===== src/rtl/mc_pkg.sv =====
// mc_pkg: shared types and encodings for the multi-cycle MIPS-subset controller.
package mc_pkg;

    typedef struct packed {
        logic       pc_write;
        logic       pc_write_cond;
        logic       iord;
        logic       ir_write;
        logic [1:0] pc_source;
        logic       reg_write;
        logic [1:0] reg_dst;
        logic       mem_read;
        logic       mem_write;
        logic [1:0] memto_reg;
        logic [1:0] alu_src_a;
        logic [1:0] alu_src_b;
        logic       ext_op;
        logic [3:0] alu_op;
        logic       lui_op;
    } mc_ctrl_t;

    typedef enum logic [2:0] {
        MC_IF   = 3'd0,
        MC_ID   = 3'd1,
        MC_EX   = 3'd2,
        MC_MEM  = 3'd3,
        MC_WB   = 3'd4,
        MC_HALT = 3'd5,
        MC_TRAP = 3'd6
    } mc_state_e;

    localparam logic [3:0] ALU_ADD   = 4'd0;
    localparam logic [3:0] ALU_SUB   = 4'd1;
    localparam logic [3:0] ALU_FUNCT = 4'd2;
    localparam logic [3:0] ALU_AND   = 4'd3;
    localparam logic [3:0] ALU_OR    = 4'd4;
    localparam logic [3:0] ALU_SLT   = 4'd5;
    localparam logic [3:0] ALU_SLTU  = 4'd6;

    localparam logic [5:0] OP_RTYPE = 6'h00;
    localparam logic [5:0] OP_J     = 6'h02;
    localparam logic [5:0] OP_JAL   = 6'h03;
    localparam logic [5:0] OP_BEQ   = 6'h04;
    localparam logic [5:0] OP_ADDI  = 6'h08;
    localparam logic [5:0] OP_ADDIU = 6'h09;
    localparam logic [5:0] OP_SLTI  = 6'h0A;
    localparam logic [5:0] OP_SLTIU = 6'h0B;
    localparam logic [5:0] OP_ANDI  = 6'h0C;
    localparam logic [5:0] OP_ORI   = 6'h0D;
    localparam logic [5:0] OP_LUI   = 6'h0F;
    localparam logic [5:0] OP_LW    = 6'h23;
    localparam logic [5:0] OP_SW    = 6'h2B;

    localparam logic [5:0] FN_SLL  = 6'h00;
    localparam logic [5:0] FN_SRL  = 6'h02;
    localparam logic [5:0] FN_SRA  = 6'h03;
    localparam logic [5:0] FN_JR   = 6'h08;
    localparam logic [5:0] FN_JALR = 6'h09;
    localparam logic [5:0] FN_ADD  = 6'h20;
    localparam logic [5:0] FN_ADDU = 6'h21;
    localparam logic [5:0] FN_SUB  = 6'h22;
    localparam logic [5:0] FN_SUBU = 6'h23;
    localparam logic [5:0] FN_AND  = 6'h24;
    localparam logic [5:0] FN_OR   = 6'h25;
    localparam logic [5:0] FN_XOR  = 6'h26;
    localparam logic [5:0] FN_NOR  = 6'h27;
    localparam logic [5:0] FN_SLT  = 6'h2A;
    localparam logic [5:0] FN_SLTU = 6'h2B;

    function automatic logic mc_is_r_alu(input logic [5:0] fn);
        return fn inside {FN_ADD, FN_ADDU, FN_SUB, FN_SUBU, FN_AND, FN_OR,
                          FN_XOR, FN_NOR, FN_SLT, FN_SLTU};
    endfunction

    function automatic logic mc_is_shift(input logic [5:0] fn);
        return fn inside {FN_SLL, FN_SRL, FN_SRA};
    endfunction

    function automatic logic mc_is_imm(input logic [5:0] op);
        return op inside {OP_ADDI, OP_ADDIU, OP_SLTI, OP_SLTIU, OP_ANDI, OP_ORI};
    endfunction

    function automatic logic [3:0] mc_imm_alu_op(input logic [5:0] op);
        return (op == OP_SLTI)  ? ALU_SLT  :
               (op == OP_SLTIU) ? ALU_SLTU :
               (op == OP_ANDI)  ? ALU_AND  :
               (op == OP_ORI)   ? ALU_OR   : ALU_ADD;
    endfunction

endpackage


===== src/rtl/mc_wait_timer.sv =====
// mc_wait_timer: per-access memory wait counter; expired_o flags ACK_TIMEOUT reached (0 disables).
module mc_wait_timer #(
    parameter int ACK_TIMEOUT = 15
) (
    input  logic clk,
    input  logic reset,
    input  logic clr_i,
    input  logic en_i,
    output logic expired_o
);

    localparam int CW = (ACK_TIMEOUT > 0) ? $clog2(ACK_TIMEOUT + 1) : 1;

    logic [CW-1:0] r_cnt;
    logic          w_at_max;

    assign w_at_max  = (r_cnt == CW'(ACK_TIMEOUT));
    assign expired_o = (ACK_TIMEOUT != 0) && w_at_max;

    always_ff @(posedge clk or negedge reset) begin
        if (!reset)
            r_cnt <= '0;
        else if (clr_i)
            r_cnt <= '0;
        else if (en_i && !w_at_max)
            r_cnt <= r_cnt + 1'b1;
    end

endmodule


===== src/rtl/mc_ctrl_fsm.sv =====
// mc_ctrl_fsm: multi-cycle MIPS-subset control FSM with memory handshake and ack timeout.
// Define MC_CTRL_ILLEGAL_TRAP_EN to trap undecoded instructions instead of retiring them as NOPs.
module mc_ctrl_fsm
    import mc_pkg::*;
#(
    parameter int ACK_TIMEOUT = 15,
    parameter int STATE_W     = 3
) (
    input  logic               clk,
    input  logic               reset,
    input  logic [5:0]         op_i,
    input  logic [5:0]         funct_i,
    input  logic               mem_ack_i,
    output logic               mem_req_o,
    output mc_ctrl_t           ctrl_o,
    output logic [STATE_W-1:0] state_o,
    output logic               retire_o,
    output logic               bus_error_o,
    output logic               trap_o
);

    localparam logic [2:0] ST_IF   = MC_IF;
    localparam logic [2:0] ST_ID   = MC_ID;
    localparam logic [2:0] ST_EX   = MC_EX;
    localparam logic [2:0] ST_MEM  = MC_MEM;
    localparam logic [2:0] ST_WB   = MC_WB;
    localparam logic [2:0] ST_HALT = MC_HALT;
    localparam logic [2:0] ST_TRAP = MC_TRAP;

`ifdef MC_CTRL_ILLEGAL_TRAP_EN
    localparam bit TRAP_EN = 1'b1;
`else
    localparam bit TRAP_EN = 1'b0;
`endif

    logic [2:0] r_state, w_next;
    logic       r_bus_err, r_trap;
    logic       w_wait, w_en, w_clr, w_expired, w_timeout;
    logic       w_rtype, w_r_alu, w_shift, w_jr, w_jalr;
    logic       w_lw, w_sw, w_beq, w_j, w_jal, w_lui, w_imm, w_legal;
    mc_ctrl_t   w_ctrl;
    logic       w_req, w_retire;

    assign w_rtype = (op_i == OP_RTYPE);
    assign w_r_alu = w_rtype && mc_is_r_alu(funct_i);
    assign w_shift = w_rtype && mc_is_shift(funct_i);
    assign w_jr    = w_rtype && (funct_i == FN_JR);
    assign w_jalr  = w_rtype && (funct_i == FN_JALR);
    assign w_lw    = (op_i == OP_LW);
    assign w_sw    = (op_i == OP_SW);
    assign w_beq   = (op_i == OP_BEQ);
    assign w_j     = (op_i == OP_J);
    assign w_jal   = (op_i == OP_JAL);
    assign w_lui   = (op_i == OP_LUI);
    assign w_imm   = mc_is_imm(op_i);
    assign w_legal = w_r_alu || w_shift || w_jr || w_jalr || w_lw || w_sw ||
                     w_beq || w_j || w_jal || w_lui || w_imm;

    // Any state change clears the counter, so IF/MEM always start counting from zero.
    assign w_wait    = (r_state == ST_IF) || (r_state == ST_MEM);
    assign w_en      = w_wait && !mem_ack_i;
    assign w_timeout = w_en && w_expired;
    assign w_clr     = (w_next != r_state);

    mc_wait_timer #(.ACK_TIMEOUT(ACK_TIMEOUT)) u_timer (
        .clk       (clk),
        .reset     (reset),
        .clr_i     (w_clr),
        .en_i      (w_en),
        .expired_o (w_expired)
    );

    always_comb begin
        w_ctrl   = '0;
        w_req    = 1'b0;
        w_retire = 1'b0;
        w_next   = r_state;
        case (r_state)
            ST_IF: begin
                w_req           = 1'b1;
                w_ctrl.mem_read = 1'b1;
                if (mem_ack_i) begin
                    w_ctrl.ir_write  = 1'b1;
                    w_ctrl.pc_write  = 1'b1;
                    w_ctrl.alu_src_b = 2'd1;
                    w_next           = ST_ID;
                end else if (w_expired) begin
                    w_next = ST_HALT;
                end
            end
            ST_ID: begin
                w_ctrl.alu_src_b = 2'd3;
                w_ctrl.ext_op    = 1'b1;
                w_retire         = !w_legal && !TRAP_EN;
                w_next           = w_legal ? ST_EX : (TRAP_EN ? ST_TRAP : ST_IF);
            end
            ST_EX: begin
                if (w_r_alu || w_shift) begin
                    w_ctrl.alu_src_a = w_shift ? 2'd2 : 2'd1;
                    w_ctrl.alu_op    = ALU_FUNCT;
                    w_next           = ST_WB;
                end else if (w_imm || w_lui) begin
                    w_ctrl.alu_src_a = 2'd1;
                    w_ctrl.alu_src_b = 2'd2;
                    w_ctrl.ext_op    = !(op_i == OP_ANDI || op_i == OP_ORI);
                    w_ctrl.alu_op    = mc_imm_alu_op(op_i);
                    w_ctrl.lui_op    = w_lui;
                    w_next           = ST_WB;
                end else if (w_lw || w_sw) begin
                    w_ctrl.alu_src_a = 2'd1;
                    w_ctrl.alu_src_b = 2'd2;
                    w_ctrl.ext_op    = 1'b1;
                    w_next           = ST_MEM;
                end else begin
                    w_ctrl.alu_src_a     = w_beq ? 2'd1 : 2'd0;
                    w_ctrl.alu_op        = w_beq ? ALU_SUB : ALU_ADD;
                    w_ctrl.pc_write_cond = w_beq;
                    w_ctrl.pc_write      = w_j || w_jal || w_jr || w_jalr;
                    w_ctrl.pc_source     = w_beq ? 2'd1 : (w_j || w_jal) ? 2'd2 : 2'd3;
                    w_ctrl.reg_write     = w_jal || w_jalr;
                    w_ctrl.reg_dst       = w_jal ? 2'd2 : w_jalr ? 2'd1 : 2'd0;
                    w_ctrl.memto_reg     = (w_jal || w_jalr) ? 2'd2 : 2'd0;
                    w_retire             = 1'b1;
                    w_next               = ST_IF;
                end
            end
            ST_MEM: begin
                w_req            = 1'b1;
                w_ctrl.iord      = 1'b1;
                w_ctrl.mem_read  = w_lw;
                w_ctrl.mem_write = w_sw;
                if (mem_ack_i) begin
                    w_retire = !w_lw;
                    w_next   = w_lw ? ST_WB : ST_IF;
                end else if (w_expired) begin
                    w_next = ST_HALT;
                end
            end
            ST_WB: begin
                w_ctrl.reg_write = 1'b1;
                w_ctrl.reg_dst   = w_rtype ? 2'd1 : 2'd0;
                w_ctrl.memto_reg = w_lw ? 2'd0 : 2'd1;
                w_retire         = 1'b1;
                w_next           = ST_IF;
            end
            ST_HALT, ST_TRAP: w_next = r_state;
            default:          w_next = ST_IF;
        endcase
    end

    always_ff @(posedge clk or negedge reset) begin
        if (!reset) begin
            r_state   <= ST_IF;
            r_bus_err <= 1'b0;
            r_trap    <= 1'b0;
        end else begin
            r_state <= w_next;
            if (w_timeout)
                r_bus_err <= 1'b1;
            if (TRAP_EN && r_state == ST_ID && !w_legal)
                r_trap <= 1'b1;
        end
    end

    assign mem_req_o   = w_req;
    assign ctrl_o      = w_ctrl;
    assign retire_o    = w_retire;
    assign state_o     = STATE_W'(r_state);
    assign bus_error_o = r_bus_err;
    assign trap_o      = r_trap;

endmodule


===== config.mk =====
export PLATFORM = sky130hd
export DESIGN_NAME = mc_ctrl_fsm
export DESIGN_NICKNAME = d
export VERILOG_FILES = /design/src/rtl/mc_pkg.sv /design/src/rtl/mc_wait_timer.sv /design/src/rtl/mc_ctrl_fsm.sv
export SDC_FILE = /design/constraint.sdc
export NUM_CORES = 1
export LEC_CHECK = 0
export ABC_AREA = 1
export CAP_MARGIN = 20
export CORE_UTILIZATION = 65
export CTS_BUF_LIST = sky130_fd_sc_hd__clkbuf_8
export DETAILED_ROUTE_END_ITERATION = 8
export DONT_BUFFER_PORTS = 1
export PLACE_DENSITY = 0.85
export RECOVER_POWER = 100
export SYNTH_ARGS = -nofsm -noshare
export SYNTH_HDL_FRONTEND = slang
export SYNTH_HIERARCHICAL = 1
export SYNTH_SLANG_ARGS = --single-unit

===== constraint.sdc =====
create_clock -name clk -period 2.3 [get_ports clk]
set_clock_uncertainty 0.05 [all_clocks]
set_input_delay 0.23 -clock clk [delete_from_list [all_inputs] [get_ports clk]]
set_output_delay 0.23 -clock clk [all_outputs]
set_load 0.02 [all_outputs]

* Yosys cells after proc, flatten, opt, wreduce, memory -nomap -nowiden
Cells that the tools add are included.
** Storage, ports and cells
- Output and inout port bits :: 30
- Register bits :: 8
** Operators by class
- Eq/ne operators :: 34
- Add/subtract/negate cells :: 1
- Reduce and logical (&&, ||, !) cells :: 39
- Muxes and demuxes :: 64
** Operator list (count)
- equality test 6 bit, second input constant :: 12
- equality test 6 x 4 -> 1 bit, second input constant :: 9
- two-way mux 3 bit :: 12
- two-way mux 2 bit :: 15
- equality test 6 x 2 -> 1 bit, second input constant :: 4
- two-way mux 1 bit :: 21
- two-way mux 5 bit :: 4
- logical OR 1 bit :: 18
- one-hot mux 3 bit (5 select lines) :: 1
- zero test 6 bit :: 2
- two-way mux 4 bit :: 3
- nonzero test 10 bit :: 1
- equality test 3 bit, second input constant :: 3
- two-way mux 8 bit :: 1
- logical AND 1 bit :: 7
- equality test 3 x 2 -> 1 bit, second input constant :: 2
- equality test 6 x 3 -> 1 bit, second input constant :: 1
- one-hot mux 1 bit (2 select lines) :: 3
- one-hot mux 2 bit (3 select lines) :: 1
- one-hot mux 3 bit (2 select lines) :: 1
- nonzero test 6 bit :: 1
- zero test 1 bit :: 5
- adder 4 x 1 -> 4 bit, second input constant :: 1
- equality test 4 bit, second input constant :: 1
- other kinds (8) :: 9

* Depth between registers and ports, before layout
- Word-level depth :: 17
- Gate-level depth with buffers :: 14
- Mapped depth without buffers :: 14

* Cells and area by module
Netlist, hierarchy kept.
** Modules (own cells, without submodules)
- mc_ctrl_fsm :: times used 1, cells each 155, area each 833.3 sq um
- mc_wait_timer :: times used 1, cells each 29, area each 225.2 sq um

* Least setup slack after synthesis
Ideal clock, no wire load.
- Path type :: reg2reg
- Start point :: register r_state[0] (netlist: state_o[0])
- End point :: register u_timer.r_cnt[3]
- Buffers on the path :: 0
- Data arrival time :: 1.743 ns
- Slack :: 0.389 ns
- Stages on the path, launching flop included :: 14
- Clock period less this slack :: 1.911 ns
- Cells stage by stage :: dfrtp_1 > nand2_1 > nor2_4 > inv_2 > nand2_4 > inv_2 > nor2_1 > nand2_1 > nand3_1 > nor2_1 > nand2_1 > inv_1 > nand4_1 > nand2_1
** On the way
- Longest elaborated chain between the ends :: 5
** RTL lines
- from (decl) :: RTL line mc_ctrl_fsm.sv:36 : logic [2:0] r_state, w_next;
- from (signal assigned) :: RTL line mc_ctrl_fsm.sv:157 : r_state <= w_next;
- equality test 3 bit or two-way mux 3 bit (tied branches) :: RTL line mc_ctrl_fsm.sv:78, mc_ctrl_fsm.sv:87, mc_ctrl_fsm.sv:135
- OR reduction 2 bit, or another cell as far along :: RTL line mc_ctrl_fsm.sv:78 : case (r_state)
- one-hot mux 3 bit (5 select lines) :: RTL line mc_ctrl_fsm.sv:78
- != test 3 bit (*) :: RTL line mc_ctrl_fsm.sv:63 : assign w_clr = (w_next != r_state);
- named net w_clr :: RTL line mc_ctrl_fsm.sv:38 : logic w_wait, w_en, w_clr, w_expired, w_timeout;
- two-way mux 4 bit or nonzero test 2 bit (tied branches)
- to (signal assigned) :: RTL line mc_wait_timer.sv:26 : r_cnt <= r_cnt + 1'b1;
- to (decl) :: RTL line mc_wait_timer.sv:14 : logic [CW-1:0] r_cnt;
Mark *: on every way through the listed nets, which the timed path passes. The rest lies on a longest branch.
A chain may end at the register's enable or synchronous reset.

==> results by group <==
Timing
  • Final Hold Fails: 0
  • Relative slew slack: 0.598
  • Worst slew pin tran: 0.600 ns
  • Fin. max-slew vios: 0
  • Tcrit/Tclk final: 0.940
  • Finish-stage setup viols: 0
  • Fin crit period: 2.16 ns
  • RSZ-0062 raised after global routing: no
  • Setup TNS: 0 ns
  • Fmax: 462 MHz

Floorplanning
  • Die Y: 42.4 um
  • CORE AREA: 1510 um^2
  • Horiz. Die Dim: 42.4 um
  • Initial Util: 0.703
  • Top Ports: 45
  • Die Area: 1790 um^2
  • Row Count: 14

Clocking
  • Clock buffer depth: 2
  • H-Tree Depth: 1
  • Hold Buf Count CTS: 1
  • Post-CTS Setup Bufs: 0
  • Clk slew on worst S/H paths: 0.04 ns
  • Root Buffer: clkbuf_8
  • CTS buffer count: 3
  • Sink Count: 8
  • CTS tree: done
  • Resized cells post-CTS: 0
  • Later-pin clock latency in the skew report: 0.23 ns

Worst setup path
  • CP max-delay cell: dfrtp_1
  • CP endpoint kind: output port
  • Critical Path RT: 2.02 ns
  • R2R depth: 9
  • Worst Path Max Fanout: 7
  • CP max stage delay: 0.59 ns
  • Cell breakdown of the critical path: inv_2, nor3_4, nand2_2, nor2_1, inv_1, a21oi_1
  • WS Path Type: reg2out
  • Startpoint types: flip-flop
  • Crit path DAT: 1.88 ns

Drt
  • Remaining DRCs: 0
  • Detailed Routing Iterations Pass 1: 6
  • Vias/cell: 5.95
  • Total wire length: 3.07 mm
  • 1st-iter DRT viols: 64
  • Post-route ant nets: 0
  • Vias: 1256
  • Routed len/inst: 14.5 um

Final layout
  • Non-Filler Instances: 211
  • Area grow syn2layout: 8.87%
  • Antenna cells: 0
  • Area of the multi-input gates: 712 um^2
  • Fill cells: 136
  • Final net count: 213
  • Layout cell share with drive strength beyond 1: 0.154
  • FF/Latch Area: 200 um^2

Power and ir drop
  • Pwr/cell area: 895 nW/um^2
  • VDD IR max: 0.000495 V
  • P_leak: 0.651 nW
  • Overall power: 1.03 mW

Logic synthesis
  • YS warnings: 8
  • Yosys reg bits: 8
  • Synth Instances: 184
  • Cell Area, Synth: 1060 um^2
  • Synth top area cells: dfrtp_1, nand2_1, nor2_1, inv_1, nand3_1
  • Synth cell types: 32
  • Yosys top cell by area: dfrtp_1
  • Mean Syn Cell Area: 5.75 um^2
  • Share of the synthesized area in the top cell type: 0.189
  • Sequential fraction of the synthesis area: 0.189

Hold path
  • Cells on Worst Hold Path: 3
  • Hold Path Class: in2reg

Global routing
  • GRT Resource Usage Total: 0.380
  • Global-route wire length before repair: 5.21 mm
  • Met3 global-route usage: 0.0948
  • Met2 usage: 0.634
  • Gr ovfl total: 0
  • Top Usage Layer GRT: met2
  • Met1 Use GR: 0.469
  • Vias in the first global route: 1250
  • Largest net degree at the start of global routing: 9
  • Initial antenna violation count: 0

Run status
  • Outcome: finished clean

Place
  • Dpl cells: 207
  • Final HPWL DP: 2.42 mm
  • RD Place Congestion: 0.838
  • Port Buffers: 0

Flow run
  • Max-Cap Viols: 0
## layout make-up
type,instances,area share
Inverter,34,0.111
Tap cell,16,0.0174
Clock buffer,3,0.0358
Timing Repair Buffer,10,0.0445
Multi-Input combinational cell,140,0.618
Sequential cell,8,0.174
## where the power goes
group          switching, mW  internal [mW]
sequential            0.0806          0.167
combinational          0.447          0.169
clock                 0.0549          0.113
total                  0.582          0.449
## sequential cells by signal, indices dropped and copies added (netlist names)
register       cells
bus_error_o        1
state_o            3
u_timer/r_cnt      4
## placed cells by master, fill, tap and decap left out, types with 2 or more instances in the layout
master / instances
a21oi_1: 2
a31oi_1: 3
buf_4: 2
clkbuf_1: 7
clkbuf_8: 3
conb_1: 2
dfrtp_1: 8
inv_1: 24
inv_2: 10
nand2_1: 49
nand2_2: 2
nand2_4: 2
nand3_1: 16
nand4_1: 6
nor2_1: 28
nor2_2: 3
nor2_4: 3
nor3_1: 5
o21ai_0: 5
## critical path: cells and delay by family (launching register included)
family / cells / cell delay, ns
AO/OA/AOI/OAI: 1 / 0.38
buffers and inverters: 2 / 0.21
flip-flops: 1 / 0.59
AND/OR/NAND/NOR: 3 / 0.48
## cells by family after synthesis
group | share of synthesized area
XOR/XNOR | 0.00828
other | 0.00354
flip-flops | 0.189
buffers and inverters | 0.139
AND/OR/NAND/NOR | 0.548
adder cells (fa/ha/maj) | 0.0118
AO/OA/AOI/OAI | 0.0993
## metal layers
metal | up-vias | wire length [um]
met3 | 22 | 316
met1 | 529 | 1190
li1 | 603 | -
met5 | - | 0
met4 | 0 | 121
met2 | 102 | 1440
## metrics by stage
step / setup slack, ns / utilization / area [um^2] / hold WS (ns)
finish: 0.137 / 0.765 / 1150 / 0.186
global route: 0.0419 / 0.765 / 1150 / 0.194
CTS: 0.158 / 0.784 / 1180 / 0.183
detailed placement: 0.262 / 0.750 / 1130 / -0.115
global placement: 0.330 / 0.750 / 1130 / -0.115
floorplan: 0.389 / - / 1060 / -0.116
## cell usage after synthesis, drive strengths merged
cell and instances:
a21boi 1, a21oi 2, a22oi 1, a311oi 1, a31o 1, a31oi 3, buf 3, conb 1
dfrtp 8, ha 1, inv 34, nand2 53, nand3 16, nand4 6, nor2 35, nor3 7
o21ai 6, o21bai 1, o22ai 1, or2 2, xor2 1
## worst paths after layout
check                                       from                to  slack [ns]
worst max-delay path                  state_o[1]        ctrl_o[17]        0.14
worst min-delay path                   mem_ack_i        state_o[2]        0.19
worst max register to register        state_o[0]  u_timer/r_cnt[3]        0.17
worst min register to register  u_timer/r_cnt[1]  u_timer/r_cnt[1]        0.49
max in group asynchronous                  reset        state_o[0]        1.61
min in group asynchronous                  reset  u_timer/r_cnt[0]        0.31
Power figures use the tool's default switching activity.
==> RTL edit: new RTL, config.mk and constraints unchanged <==
`TRAP_EN`: 1'b0 -> 1'b1.
--- a/src/rtl/mc_ctrl_fsm.sv
+++ b/src/rtl/mc_ctrl_fsm.sv
@@ -30,7 +30,7 @@
 `ifdef MC_CTRL_ILLEGAL_TRAP_EN
     localparam bit TRAP_EN = 1'b1;
 `else
-    localparam bit TRAP_EN = 1'b0;
+    localparam bit TRAP_EN = 1'b1;
 `endif
 
     logic [2:0] r_state, w_next;
Function: changed (Yosys sat finds a counterexample within 4 cycles, from zero or initial values and one cycle with reset low).
==> RTL edit against the unedited design <==
Critical path depth shrank 2. Routed wire length decreased by 7.8%. Count of clock-buffer cells in the layout stayed put. Power grew 14%. Setup slack lost 0.034 ns. Sequential cell count increased by 1. Cell count shrank 2.4%. Global-route usage is 5.3 points lower. Design area up 1.8%. Register-to-register slack worse by 0.04 ns. Utilization is 0.36 points lower. Area after synthesis increased by 3.5%. Largest cell class unchanged.
==> RTL edit: results (changes against the unedited design) <==
min_path:
  worstHoldStart: "op_i[4]"
  hold_end: "state_o[0]"
finish:
  final_layout_size_suffix_gt1_share_pct: 16.8  # +1.5 points
  largest_reg_flops: 4  # unchanged
  fillCellCount: 130  # -4.4%
  final_cells: 206  # -2.4%
place:
  dp_worst_setup_slack_ns: 0.323  # +0.0606 ns
  dp_cells: 201  # -2.9%
  dp_hpwl_mm: 2.14  # -11%
  placed_area_mm2: 0.00115  # +1.4%
yosys:
  synth.area.top_cells: "dfrtp_1, nand2_1, inv_1"
  ys_warn_count: 6  # -2
  synth_fa_ha_area_share_pct: 1.14  # -0.040 points
  yosysUniqueCellTypes: 31  # -3.1%
  synth_xor_area_share_pct: 0.799  # -0.028 points
  ys_top_cells_by_count: "nand2_1, inv_1, nor2_1"
  synth_compound_area_share_pct: 10.5  # +0.57 points
  synthArstFlopShare_pct: 100  # unchanged
  ys_seq_area_share_pct: 20.5  # +1.6 points
grt:
  grt_usage_pct: 32.7  # -5.3 points
  grt_pass1_wl_mm: 4.62  # -11%
  grt_max_degree: 11  # +2
  grt_pass1_vias: 1116  # -11%
setup_path:
  ff2ff_setup_slack_ns: 0.13  # -0.04 ns
  r2r_cells: 14  # +5
  arrival_ns: 1.92  # +0.04 ns
  rr_startpoint: "u_timer/r_cnt[0]"
  worst-path-max-fanout: 10  # +3
power:
  internal-power_mw: 0.495  # +10%
  cellLeakagePower_nw: 0.652  # +0.21%
  vdd_drop_max_uv: 709  # +43%
drt:
  first_iter_violations: 47  # -27%
  vias_per_cell: 5.89  # -1.1%
  routed_wirelength_mm: 2.83  # -7.8%
  first_pass_iters: 4  # -2
timing:
  tightest_slew_ns: 0.516  # -0.0839 ns
  holdWs_ns: 0.191  # +0.00497 ns
status:
  status: "completed"
-- RTL edit: worst register-to-register path: stages, from the launching register on --
cell and delay [ns]:
dfrtp_1 0.42, ha_1 0.25, nand3_1 0.11, inv_1 0.09
inv_1 0.12, nand3_1 0.13, nor2_2 0.14, nor2_1 0.06
nand3_2 0.08, o21ai_1 0.09, nor2_2 0.12, nand3_2 0.13
inv_1 0.15, nand4_1 0.11, nand2_1 0.07
-- RTL edit: kinds of logic (layout without fill, tap and decap cells) --
group | Yosys count | count (layout)
compound gates | 19 | 19
xor+xnor | 1 | 1
fa+ha+maj | 1 | 1
buf+inv | 36 | 45
flops | 9 | 9
other cells | 1 | 1
simple gates | 114 | 114
-- RTL edit: metal layers --
metal	global-route usage, %	wire, µm	vias to the layer above
met4	12.1	58	0
li1	-	-	597
met5	0	0	-
met3	7.23	251	8
met2	52.4	1300	72
met1	42.9	1220	536
-- RTL edit: cell type report --
cell class | count | area [µm²] | area share (%)
clock buffers | 3 | 41.3 | 3.52
repair buffers | 6 | 28.8 | 2.45
flip-flops and latches | 9 | 225 | 19.2
inverters | 35 | 134 | 11.4
clock inverters | 1 | 3.75 | 0.320
well taps | 16 | 20.0 | 1.71
multi-input cells | 136 | 721 | 61.4
-- RTL edit: worst max-delay path by stage --
stage	endpoint	slack [ns]
floorplan	ctrl_o[0]	0.32
global placement	ctrl_o[17]	0.40
detailed placement	u_timer/r_cnt[3]	0.32
CTS	ctrl_o[17]	0.12
global route	ctrl_o[5]	0.005
finish	ctrl_o[17]	0.10
-- RTL edit: power by group through the flow --
stage	Sequential (mW)	Combinational [mW]	Clock (mW)
global placement	0.282	0.704	0
finish	0.284	0.719	0.177
detailed placement	0.286	0.722	0
global route	0.288	0.775	0.190
floorplan	0.275	0.608	0
CTS	0.284	0.735	0.179
-- RTL edit: timing repair --
action                                 in CTS  in global routing
hold buffers                                1                  0
endpoints found under the hold margin       9                  0
setup endpoints to repair                   0                  3
resized for setup                           0                  1
